==> config.mk <==
export PLATFORM = sky130hd
export DESIGN_NAME = imem_boot_ctrl
export DESIGN_NICKNAME = d
export VERILOG_FILES = /design/src/rtl/imem_boot_ctrl.sv
export SDC_FILE = /design/constraint.sdc
export NUM_CORES = 1
export LEC_CHECK = 0
export CAP_MARGIN = 20
export CORE_AREA = 2 2 81 83
export CTS_CLUSTER_SIZE = 25
export DETAILED_ROUTE_END_ITERATION = 8
export DIE_AREA = 0 0 83 85
export PLACE_DENSITY = 0.75
export SETUP_SLACK_MARGIN = 0.15
export SYNTH_ARGS = -nofsm -noshare
export SYNTH_HDL_FRONTEND = slang
export SYNTH_SLANG_ARGS = --single-unit
==> constraint.sdc <==
create_clock -name i_clock -period 3.35 [get_ports i_clock]
set_input_delay 0.67 -clock i_clock [delete_from_list [all_inputs] [get_ports i_clock]]
set_output_delay 0.67 -clock i_clock [all_outputs]
set_load 0.01 [all_outputs]
==> src/rtl/imem_boot_ctrl.sv <==
// imem_boot_ctrl: boot sequencer between the instruction-stream loader and the
// instruction memory. Loads the first WORD_COUNT words, optionally verifies them
// with a read-back checksum, then hands the read port to CPU fetch and releases
// the CPU from reset.
// Optional feature macro: IMEM_BOOT_VERIFY_EN (adds VERIFY/ERROR states and the
// read-back checksum gate on CPU release).
module imem_boot_ctrl #(
  parameter int unsigned WORD_COUNT = 44,
  parameter int unsigned IMEM_AW    = 6
) (
  input  logic               i_clock,
  input  logic               i_reset,
  input  logic [31:0]        i_ld_data,
  input  logic [31:0]        i_ld_address,
  input  logic               i_ld_valid,
  output logic               o_ld_ready,
  input  logic               i_reload,
  input  logic [31:0]        i_cpu_fetch_addr,
  output logic [31:0]        o_cpu_instr,
  output logic               o_cpu_reset,
  output logic               o_imem_we,
  output logic [IMEM_AW-1:0] o_imem_addr,
  output logic [31:0]        o_imem_wdata,
  input  logic [31:0]        i_imem_rdata,
  output logic               o_load_done,
  output logic               o_load_error
);

  localparam int unsigned     CNT_W    = $clog2(WORD_COUNT + 1);
  localparam logic [CNT_W-1:0] LAST_IDX = CNT_W'(WORD_COUNT - 1);

  localparam logic [1:0] ST_LOAD   = 2'd0;
  localparam logic [1:0] ST_RUN    = 2'd2;
`ifdef IMEM_BOOT_VERIFY_EN
  localparam logic [1:0] ST_VERIFY = 2'd1;
  localparam logic [1:0] ST_ERROR  = 2'd3;
  localparam logic [CNT_W-1:0] CNT_END = CNT_W'(WORD_COUNT);
`endif

  logic [1:0]       r_state;
  logic [1:0]       w_state_nxt;
  logic [CNT_W-1:0] r_wr_cnt;
  logic             w_accept;
  logic             w_restart;
`ifdef IMEM_BOOT_VERIFY_EN
  logic [CNT_W-1:0] r_rd_cnt;
  logic [31:0]      r_sum;
  logic [31:0]      r_chk;
  logic [31:0]      w_chk_final;
`endif

  // Fetch address bits outside the word index are intentionally ignored.
  logic w_unused_fetch_bits;
  assign w_unused_fetch_bits = ^{i_cpu_fetch_addr[31:IMEM_AW+2], i_cpu_fetch_addr[1:0]};

  // Reset and reload both restart the boot sequence; the read port data goes straight to the CPU.
  assign w_restart   = i_reset | i_reload;
  assign o_cpu_instr = i_imem_rdata;
`ifdef IMEM_BOOT_VERIFY_EN
  assign w_chk_final = r_chk + i_imem_rdata;
`endif

  // Next-state and output decode; memory write path is combinational so the
  // accepted word lands on the same edge it is accepted.
  always_comb begin
    w_state_nxt  = r_state;
    w_accept     = 1'b0;
    o_ld_ready   = 1'b0;
    o_cpu_reset  = 1'b1;
    o_load_done  = 1'b0;
    o_load_error = 1'b0;
    o_imem_we    = 1'b0;
    o_imem_addr  = IMEM_AW'(r_wr_cnt);
    o_imem_wdata = i_ld_data;
    case (r_state)
      ST_LOAD: begin
        o_ld_ready = 1'b1;
        w_accept   = i_ld_valid && (i_ld_address == 32'(r_wr_cnt)) && !w_restart;
        o_imem_we  = w_accept;
        if (w_accept && (r_wr_cnt == LAST_IDX)) begin
`ifdef IMEM_BOOT_VERIFY_EN
          w_state_nxt = ST_VERIFY;
`else
          w_state_nxt = ST_RUN;
`endif
        end
      end
`ifdef IMEM_BOOT_VERIFY_EN
      ST_VERIFY: begin
        o_imem_addr = IMEM_AW'(r_rd_cnt);
        if (r_rd_cnt == CNT_END) begin
          w_state_nxt = (w_chk_final == r_sum) ? ST_RUN : ST_ERROR;
        end
      end
      ST_ERROR: begin
        o_load_error = 1'b1;
      end
`endif
      ST_RUN: begin
        o_cpu_reset = 1'b0;
        o_load_done = 1'b1;
        o_imem_addr = i_cpu_fetch_addr[IMEM_AW+1:2];
      end
      default: begin
        w_state_nxt = ST_LOAD;
      end
    endcase
    if (w_restart) begin
      w_state_nxt = ST_LOAD;
    end
  end

  // State register plus load/verify counters and checksums.
  always_ff @(posedge i_clock) begin
    if (w_restart) begin
      r_state  <= ST_LOAD;
      r_wr_cnt <= '0;
`ifdef IMEM_BOOT_VERIFY_EN
      r_rd_cnt <= '0;
      r_sum    <= '0;
      r_chk    <= '0;
`endif
    end else begin
      r_state <= w_state_nxt;
      if (w_accept) begin
        r_wr_cnt <= r_wr_cnt + CNT_W'(1);
`ifdef IMEM_BOOT_VERIFY_EN
        r_sum    <= r_sum + i_ld_data;
`endif
      end
`ifdef IMEM_BOOT_VERIFY_EN
      if (r_state == ST_VERIFY) begin
        // Read data trails the issued address by one cycle.
        if (r_rd_cnt != '0) begin
          r_chk <= w_chk_final;
        end
        if (r_rd_cnt != CNT_END) begin
          r_rd_cnt <= r_rd_cnt + CNT_W'(1);
        end
      end
`endif
    end
  end

endmodule

* Yosys cells after proc, flatten, opt, wreduce, memory -nomap -nowiden *
Index checks and enable logic that the tools add are counted.

word-level totals
  bits in registers = 8
  bits of input ports = 132
  output and inout port bits = 75
  logic and storage cells = 22

operators by class
  add/subtract/negate cells = 1
  muxes and demuxes = 7
  reductions and logical operators = 6
  equal/unequal tests = 4
  bitwise logic cells = 2

operators with widths
  operator               count
  $eq A32 B6 Y1          1
  $add A6 B1 Y6 const B  1
  $eq A6 B6 Y1 const B   1
  $mux W6                1
  $mux W1                4
  $pmux W2 S2            1
  $logic_and A1 B1 Y1    3
  $eq A2 B2 Y1 const B   1
  $logic_not A2 Y1       1
  $mux W2                1
  $ne A2 B2 Y1 const B   1
  $reduce_and A2 Y1      1
  $logic_not A1 Y1       1
  $not A1 Y1             1
  $or A1 B1 Y1           1

* Logic depth before layout (Yosys ltp) *
Gate-level depths: netlist of the first run.

  depth after elaboration = 6
  gate-level depth with buffers = 5
  gate-level depth less buffers = 5

* Worst setup path before layout of the first run *
OpenSTA, ideal clock, no wires.

  kind = input -> output
  start = input i_ld_address[7]
  end = output o_imem_we
  data required time = 2.680 ns
  arrival = 1.666 ns
  stages on the path = 3
  slack = 1.014 ns
  cell sequence = nor4_2 nand2_1 nor4_1

on the way
  longest elaborated chain between the ends = 4

RTL lines
  what                              RTL line  RTL
  start: declaration                14        input logic [31:0] i_ld_address,
  $eq A32 B6 Y1                     78        w_accept = i_ld_valid && (i_ld_address == 32'(r_wr_cnt)) && !w_restart;
  $logic_and A1 B1 Y1 (2 in a row)  78
  $mux W1                           75        case (r_state)
  end: declaration                  21        output logic o_imem_we,

No other way between the ends.

* Worst setup path in the final report of the first run *
  start = input i_ld_address[8]
  end = output o_imem_we

The elaborated chain is that of the path after synthesis.

==> results, run 1 <==
- The flow ran to the end, and the final reports show no timing, DRC or antenna violations.
- The areal power density over the cells is 197.3 mW/mm2.
- The share of cell area taken by muxes after synthesis is about a tenth.
- The endpoint kind of the worst setup timing path is an output pin.
- Signal routing reaches up to met4.
- After Yosys synthesis, XOR and XNOR cells account for under 10% of the synthesized area.
- The H-tree depth reported by CTS is 1.
- The repair_antennas step left the layout with diodes totalling 0.
- The power share of the combinational group is between 20% and 30%.
- The path category of the worst min-delay check is reg -> reg.
- Summed over all cells, the static leakage comes to roughly 0.48 nW.
- The net load switching power is roughly 0.062 mW.
- The I/O pin count is approximately 210.
- The initial core utilization is around a fifth.
- After floorplanning, the core was divided into 29 placement rows.
- The via count of the first global-routing pass came to 890.
- Of the available clock period, the critical path in the final layout requires 82.51%.
- The area of the core is roughly 0.0062 mm2.
- The largest area contributor in the synthesized netlist is sky130_fd_sc_hd__buf_4.
- Entering global routing, the biggest net connects 13 pins.
- The CTS tree is done.
- The tree is rooted in a sky130_fd_sc_hd__clkbuf_8.
- Counting the buffers created by CTS gives 3.
- Data arrives at the worst endpoint at ~2.1 ns.
- The iteration-0 DRC count of the detailed router is 21.
- The first global-routing pass estimated roughly 4.3 mm of wire.
- For this block, the routed nets add up to about 2.6 mm of wire.
- Relative to the synthesized area, the layout overhead comes to 17.18%.
- The met2 wirelength from detailed routing is 1.224 mm.
- The number of unique standard cell types used by synthesis is 25.
- After synthesis, the most frequently instantiated cells are sky130_fd_sc_hd__buf_4, sky130_fd_sc_hd__nand2_1, sky130_fd_sc_hd__dfxtp_1.
- Counting every net in the synthesized netlist gives between 200 and 300.
- The die height is between 80 and 90 um.
- The initial antenna violation count is 0.
- The share of power burned in registers is between 20% and 30%.
- The critical path launch point type is an input pin.
- The later pin in the worst-skew pair is clocked with a latency of between 0.2 and 0.25 ns.
- The clock drives 7 sinks.
- The final max-slew violation count is 0.
- The Yosys step of the flow raised 0 warnings.
- Measured in cells, the most critical reg-to-reg path has a length of 5.
- The count of max-cap constraint violations is 0.
- The critical setup path kind is in -> out.
- The number of synthesized flops with an enable pin is 0.
- The final-report hold violation count was 0.
- Across all layers, the routed design uses between 800 and 900 vias.
- The share of the synthesized area in the top cell type is between 40% and 50%.
- The final sum of negative setup slack is 0 ns.
- The clock-pin slew on the worst setup and hold paths is 0.04 ns.
- The number of synthesized register bits is 7.
- The fraction of synthesis flops using an asynchronous set or reset pin is 0%.
- Net switching is 21.97% of the power.
- The register-to-register setup slack is ~1.5 ns.
- After layout, the minimum clock period comes to 2.764 ns.
- The routed length on met1 is 921 um.
- The post-route netlist has approximately a fifth of its cells at a drive strength greater than 1.
- The first detailed-routing pass ran for 3 iterations.
- The clock arrives with 0.001634 ns of skew.
- Among all flip-flop cells after synthesis, the most frequent one is sky130_fd_sc_hd__dfxtp_1.
- In the routed design, unresolved DRC markers number 0.
- The count of cells along the worst hold path is 2.
- Gates resized during post-CTS repair numbered 1.
- Setup repair after global routing left no endpoint under its margin.
- Data on the critical path is required at its endpoint by ~2.7 ns.
- Sequential elements use between 10% and 20% of the synthesized area.
- Summed over all nets, the half-perimeter wirelength after detailed placement is roughly 2.2 mm.
- Measured along the x axis, the die boundary spans between 80 and 90 um.
- The fmax is about 360 MHz.
- The adder-cell share of the synthesized area is 1.029%.
- The final core utilization is approximately 23%.
- For hold timing, the worst endpoint is r_wr_cnt[5].
- The maximum buffer depth of the clock tree is 2.
- The startpoint identified for the worst register-to-register timing path is r_state[1].
- The total global routing overflow is 0.
- Summing the areas of all compound-gate instances in the mapped netlist gives 0.7202% of the synthesized area.
- In the post-synthesis netlist, the biggest area contributors are sky130_fd_sc_hd__buf_4, sky130_fd_sc_hd__dfxtp_1, sky130_fd_sc_hd__nor4_4.
- The average via count per standard cell is 4.244.
- In this run the cell area of the synthesized design comes to about 0.0012 mm2.
- The largest family of logic cells by synthesized area is buffers and inverters.
- In this run, the clock network consumes a little over two fifths of the power.
- The total setup buffers inserted after CTS is 0.
- The total track usage is under 10%.
- The average wire per cell in the routed design is 12.67 um.
- Along the worst path, the maximum fanout reaches 2.
- The internal power consumption is ~0.22 mW.
- The number of instances in the synthesized netlist is 140.
- In the final design database the tool counted between 200 and 300 nets.
- The floorplan step defined a die boundary enclosing 0.007055 mm2.
- Buffers placed on the I/O ports in this run total 51.
- The end of the worst register-to-register path is r_wr_cnt[5].
- The number of hold buffers added after CTS was 0.
- The number of endpoints failing setup at the final stage is 0.
- The startpoint identified for the worst hold timing path is r_wr_cnt[5].
- The detailed-routed wire length on met3 is ~430 um.
- The count of antenna-violating nets left after detailed routing is 0.
- The placer congestion estimate is about 0.74.
- Each instance of the synthesized netlist takes up on average approximately 8.7 um2.
- The most frequently used cell type in the post-synthesis netlist is sky130_fd_sc_hd__buf_4.
- The basic-gate share of the synthesized area counting and, or, nand and nor cells is between 20 and 30%.
- The maximum ir drop on the vdd rail is between 100 and 150 uV.
## metrics by stage
step                      instance area, um2  worst slack [ns]  total power [mW]  hold WS (ns)  cells
after floorplan                         1216             1.014            0.1810        0.4786    140
after global placement                  1354            0.1679            0.1610        0.5240    205
after detailed placement                1354            0.1436            0.1622        0.5289    205
after CTS                               1408            0.1743            0.2853        0.5403    209
after global routing                    1425            0.4557            0.2920        0.5717    209
final                                   1425            0.5859            0.2812        0.5294    209
## sequential cells by signal (all words and copies together), names as in the netlist
signal    cells
r_wr_cnt      6
r_state       1
## worst max path at each step
stage	start	end
5_1_grt	i_ld_address[8]	o_imem_we
4_1_cts	i_ld_address[8]	o_imem_we
6_report	i_ld_address[8]	o_imem_we
2_1_floorplan	i_ld_address[7]	o_imem_we
3_3_place_gp	i_ld_address[7]	o_imem_we
3_5_place_dp	i_ld_address[7]	o_imem_we
## kinds of logic after synthesis
logic type,count (synthesis)
DFF,7
muxes,12
buffers and inverters,70
adders and majority gates,1
AOI/OAI and AO/OA,1
and+or+nand+nor,42
other,1
xor gates and xnor gates,6
## worst max-delay path, cell delays in order
cell	delay, ns
sky130_fd_sc_hd__clkdlybuf4s50_1	0.40
sky130_fd_sc_hd__nor4_1	0.28
sky130_fd_sc_hd__buf_4	0.17
sky130_fd_sc_hd__nand4_1	0.09
sky130_fd_sc_hd__nor4_2	0.28
sky130_fd_sc_hd__dlymetal6s2s_1	0.20
## metal layers
layer  vias to the layer above  GRT usage [%]
li1                        402              -
met1                       408          7.210
met2                        61          12.24
met3                        16          5.545
met4                         0          3.577
met5                         -              0
## power by group through the flow
stage                     Sequential (mW)  Combinational (mW)  Clock, mW
after CTS                          0.0837              0.0786      0.123
after floorplan                    0.0851              0.0959          0
final                              0.0837              0.0792      0.118
after global placement             0.0851              0.0759          0
after detailed placement           0.0851              0.0772          0
after global routing               0.0836              0.0838      0.125
## placed cells by master, fill, tap and decap left out
cell type / Yosys / layout
sky130_fd_sc_hd__nor4_4: 4 / 5
sky130_fd_sc_hd__nand4_4: 2 / 2
sky130_fd_sc_hd__nand4_2: 1 / 1
sky130_fd_sc_hd__xnor2_1: 6 / 6
sky130_fd_sc_hd__a22o_1: 1 / 1
sky130_fd_sc_hd__mux2i_1: 6 / 6
sky130_fd_sc_hd__ha_1: 1 / 1
sky130_fd_sc_hd__clkbuf_1: 2 / 1
sky130_fd_sc_hd__nor2_1: 2 / 2
sky130_fd_sc_hd__and4_1: 1 / 1
sky130_fd_sc_hd__mux2_2: 6 / 6
sky130_fd_sc_hd__nor4b_4: 0 / 1
sky130_fd_sc_hd__or3_1: 5 / 5
sky130_fd_sc_hd__clkbuf_8: 0 / 3
sky130_fd_sc_hd__dlymetal6s2s_1: 0 / 1
sky130_fd_sc_hd__dfxtp_1: 7 / 7
sky130_fd_sc_hd__clkdlybuf4s50_1: 0 / 50
sky130_fd_sc_hd__inv_1: 1 / 1
sky130_fd_sc_hd__nand4_1: 4 / 4
sky130_fd_sc_hd__nor4_1: 6 / 5
sky130_fd_sc_hd__nand3_1: 3 / 3
sky130_fd_sc_hd__nor4_2: 2 / 2
sky130_fd_sc_hd__buf_4: 66 / 6
sky130_fd_sc_hd__conb_1: 1 / 1
sky130_fd_sc_hd__and3_1: 2 / 2
sky130_fd_sc_hd__nor3_1: 1 / 1
sky130_fd_sc_hd__nand2_1: 8 / 8
## layout make-up
| class | instances | area (um2) |
|---|---|---|
| flip-flops and latches | 7 | 140.1 |
| fillers | 663 | 4780 |
| clock buffers | 4 | 45.04 |
| multi-input cells | 63 | 581.8 |
| repair buffers | 57 | 558.0 |
| well taps | 77 | 96.34 |
| inverters | 1 | 3.754 |
No activity file was read; power rests on OpenSTA's default activity.
==> inputs of run 2 (changes only) <==
--- a/config.mk
+++ b/config.mk
@@ -6,11 +6,11 @@
 export NUM_CORES = 1
 export LEC_CHECK = 0
 export CAP_MARGIN = 20
-export CORE_AREA = 2 2 81 83
+export CORE_AREA = 2 2 80 82
 export CTS_CLUSTER_SIZE = 25
 export DETAILED_ROUTE_END_ITERATION = 8
-export DIE_AREA = 0 0 83 85
-export PLACE_DENSITY = 0.75
+export DIE_AREA = 0 0 82 84
+export PLACE_DENSITY = 0.76
 export SETUP_SLACK_MARGIN = 0.15
 export SYNTH_ARGS = -nofsm -noshare
 export SYNTH_HDL_FRONTEND = slang
==> constraint.sdc (replaced) <==
create_clock -name i_clock -period 2.9 [get_ports i_clock]
set_input_delay 0.58 -clock i_clock [delete_from_list [all_inputs] [get_ports i_clock]]
set_output_delay 0.58 -clock i_clock [all_outputs]
set_load 0.01 [all_outputs]
==> run 2 against run 1 <==
  * Sequential power grew 16%
  * Global-route usage grew 0.40 points
  * Utilization grew 1.3 points
  * Cell area grew 4.0%
  * Clock power grew 15%
  * Combinational power grew 24%
  * Total power grew 18%
  * Worst hold slack gained 0.016 ns
  * Via count shrank 0.23%
  * Critical endpoint unchanged
==> results, run 2 (synthesis results as in run 1) <==
- In this run the remaining antenna-violating nets after routing total 0.
- The tightest min-delay check is of the reg -> reg type.
- At the worst endpoint, the arrival time is ~2.1 ns.
- In the layout the commonest cells are sky130_fd_sc_hd__clkdlybuf4s50_1, sky130_fd_sc_hd__buf_4, sky130_fd_sc_hd__nand2_1.
- The critical path goes through clkdlybuf4s50_1, nor4_4, nand4_1, nor4_1, clkdlybuf4s15_1.
- The final max-slew violation count is 0.
- Adding up every negative setup slack in the final design gives 0 ns.
- In this run the number of H-tree levels came out at 1.
- The initial antenna violation count was 0.
- The total wirelength of the detailed-routed design is approximately 2.8 mm.
- The path length in cells of the critical path is 5.
- The critical path launch point type is an input pin.
- The number of placement rows is 29.
- The end of the worst register-to-register path is r_wr_cnt[5].
- Hold timing on the final database bottoms out at a slack of roughly 0.55 ns.
- The total setup buffers inserted after CTS is 0.
- In this run the critical register-to-register path is launched from r_wr_cnt[0].
- The longest clock path from root to sink contains 2 buffers.
- The critical path is of the in -> out type.
- After layout, the minimum clock period comes to 2.685 ns.
- Across the run, the number of max-cap violations was 0.
- Dividing the final minimum period by the clock period gives 92.59%.
- The final-report hold violation count is 0.
- The register-to-register setup slack is roughly 1.1 ns.
- The largest registers in the layout are r_wr_cnt (6), r_state (1).
- The logic depth of the worst register-to-register path is 5.
- On the critical path the largest part of the delay comes from simple AND/OR/NAND/NOR gates.
- The I/O pin count is 207.
- The CTS sink count is 7.
- The first routing iteration left 23 violations.
- The total global routing overflow is 0.
- The startpoint of the worst setup timing path is i_ld_address[8].
- The first global-routing pass estimated between 4 and 5 mm of wire.
- The startpoint identified for the worst hold timing path is r_wr_cnt[5].
- Clock-pin slew was measured on the worst setup and hold paths at around 0.040 ns.
- The average wire per cell in the routed design is 13.02 um.
- The die boundary width is roughly 82 um.
- The die is 84 um tall.
- The fmax is ~370 MHz.
- STA classifies the critical path endpoint as an output pin.
- The average via count per standard cell is 4.060.
- The cell at the root of the clock tree is sky130_fd_sc_hd__clkbuf_8.
- Summed over all nets, the half-perimeter wirelength after detailed placement is approximately 2.3 mm.
- The count of cells along the worst hold path is 2.
- The placer congestion estimate is ~0.83.
- The run finished with clean final reports.
- Of all nets on the critical path, the largest fanout is 2.
- The total buffers and inverters traversed by the critical path is 2.
- The final setup skew is about 0.00017 ns.
- Counting the fill cells in the layout gives 643.
- In this run the static leakage power is about 0.51 nW.
- The number of antenna diodes is 0.
- The register with the most flip-flops in the layout has 6 of them.
- Setup repair after global routing left no endpoint under its margin.
- The area growth from synthesis to layout is 21.81%.
- The number of endpoints failing setup at the final stage is 0.
- The number of optimization iterations in the first detailed-route pass is 4.
- The routed layout has approximately 890 vias.
- The most critical setup path has its endpoint at o_imem_we.
- The hold-fix buffer count after cts is 0.
- The total number of nets in the final design is between 200 and 300.
- In this design, the stage delay of the slowest critical-path cell is ~0.46 ns.
- TritonCTS built the clock tree.
- The maximum ir drop on the vdd rail is between 200 and 250 uV.
- During placement, the flow inserted port buffers numbering between 50 and 60.
- The areal power density over the cells is roughly 220 mW/mm2.
- The number of buffers created by CTS is 3.
- For this run, design rule violations remaining after detail routing come to 0.
- After layout, the design draws a total of 0.3310 mW.
- The via count of the first global-routing pass came to 958.
- The most common library cell in the layout ignoring fill and taps is sky130_fd_sc_hd__clkdlybuf4s50_1.
- Global routing used 7.954% of the available tracks across all layers.
- For this configuration, the core starts out at a cell density of around 20%.
- Once layout is complete, the utilization of the core stands at ~24%.
- The slowest stage of the critical path belongs to the cell sky130_fd_sc_hd__clkdlybuf4s50_1.
- The area of the die is slightly below 0.007 mm2.
- The endpoint required time on the critical path is approximately 2.3 ns.
- The register with the most flip-flops in the final layout is r_wr_cnt.
- The clock reaches the later pin of the worst-skew pair after 0.22 ns.
- The maximum number of pins on one net before global-route repair is 13.
- Cells with a size suffix above 1 make up about 25% of the layout.
- The area of the core is just over 0.006 mm2.
==> run 2: changes by cell type in the layout (fill, tap and decap cells not counted), sizes merged <==
cell           delta
buf               +9
clkdlybuf4s15     +1
dlymetal6s2s      -1
==> run 2: area by class of cell <==
cell class                 count  area, um2  area share (%)
timing repair buffer          66      623.1           42.06
multi-input combinational     63      573.1           38.68
sequential                     7      140.1           9.459
tap                           77      96.34           6.503
clock buffer                   4      45.04           3.041
inverter                       1      3.754          0.2534
==> run 2: timing repair <==
action	in CTS	in global routing
cloned	0	0
resized for setup	2	2
setup endpoints to repair	1	1
==> run 2: report_power, final <==
group	switching [mW]	internal [mW]
Combinational	0.0315	0.0670
Clock	0.0408	0.0950
Sequential	0.000000000000439	0.0967
==> run 2: worst min-delay path: stages (launching register included) <==
cell                      delay (ns)
sky130_fd_sc_hd__dfxtp_1        0.35
sky130_fd_sc_hd__nand2_1        0.08
sky130_fd_sc_hd__mux2i_1        0.06
==> run 2: per-stage QoR <==
step                      setup slack (ns)  cell area (um2)  std cells
after floorplan                     0.7439             1216        140
after global placement             -0.1206             1421        214
after detailed placement           -0.1065             1421        214
after CTS                           0.1757             1471        218
after global routing                0.1537             1481        218
final                               0.2148             1481        218
==> run 2: worst min path at each step <==
| stage | to |
|---|---|
| 2_1_floorplan | r_wr_cnt[5] |
| 4_1_cts | r_wr_cnt[5] |
| 6_report | r_wr_cnt[5] |
| 3_3_place_gp | r_wr_cnt[5] |
| 5_1_grt | r_wr_cnt[4] |
| 3_5_place_dp | r_wr_cnt[5] |
==> run 2: metal layers <==
metal	GRT usage, %	vias up	wire, um
met5	0	-	0
met4	3.485	0	81
met3	5.736	18	501
met2	13.90	57	1380
met1	6.593	390	876
li1	-	420	-
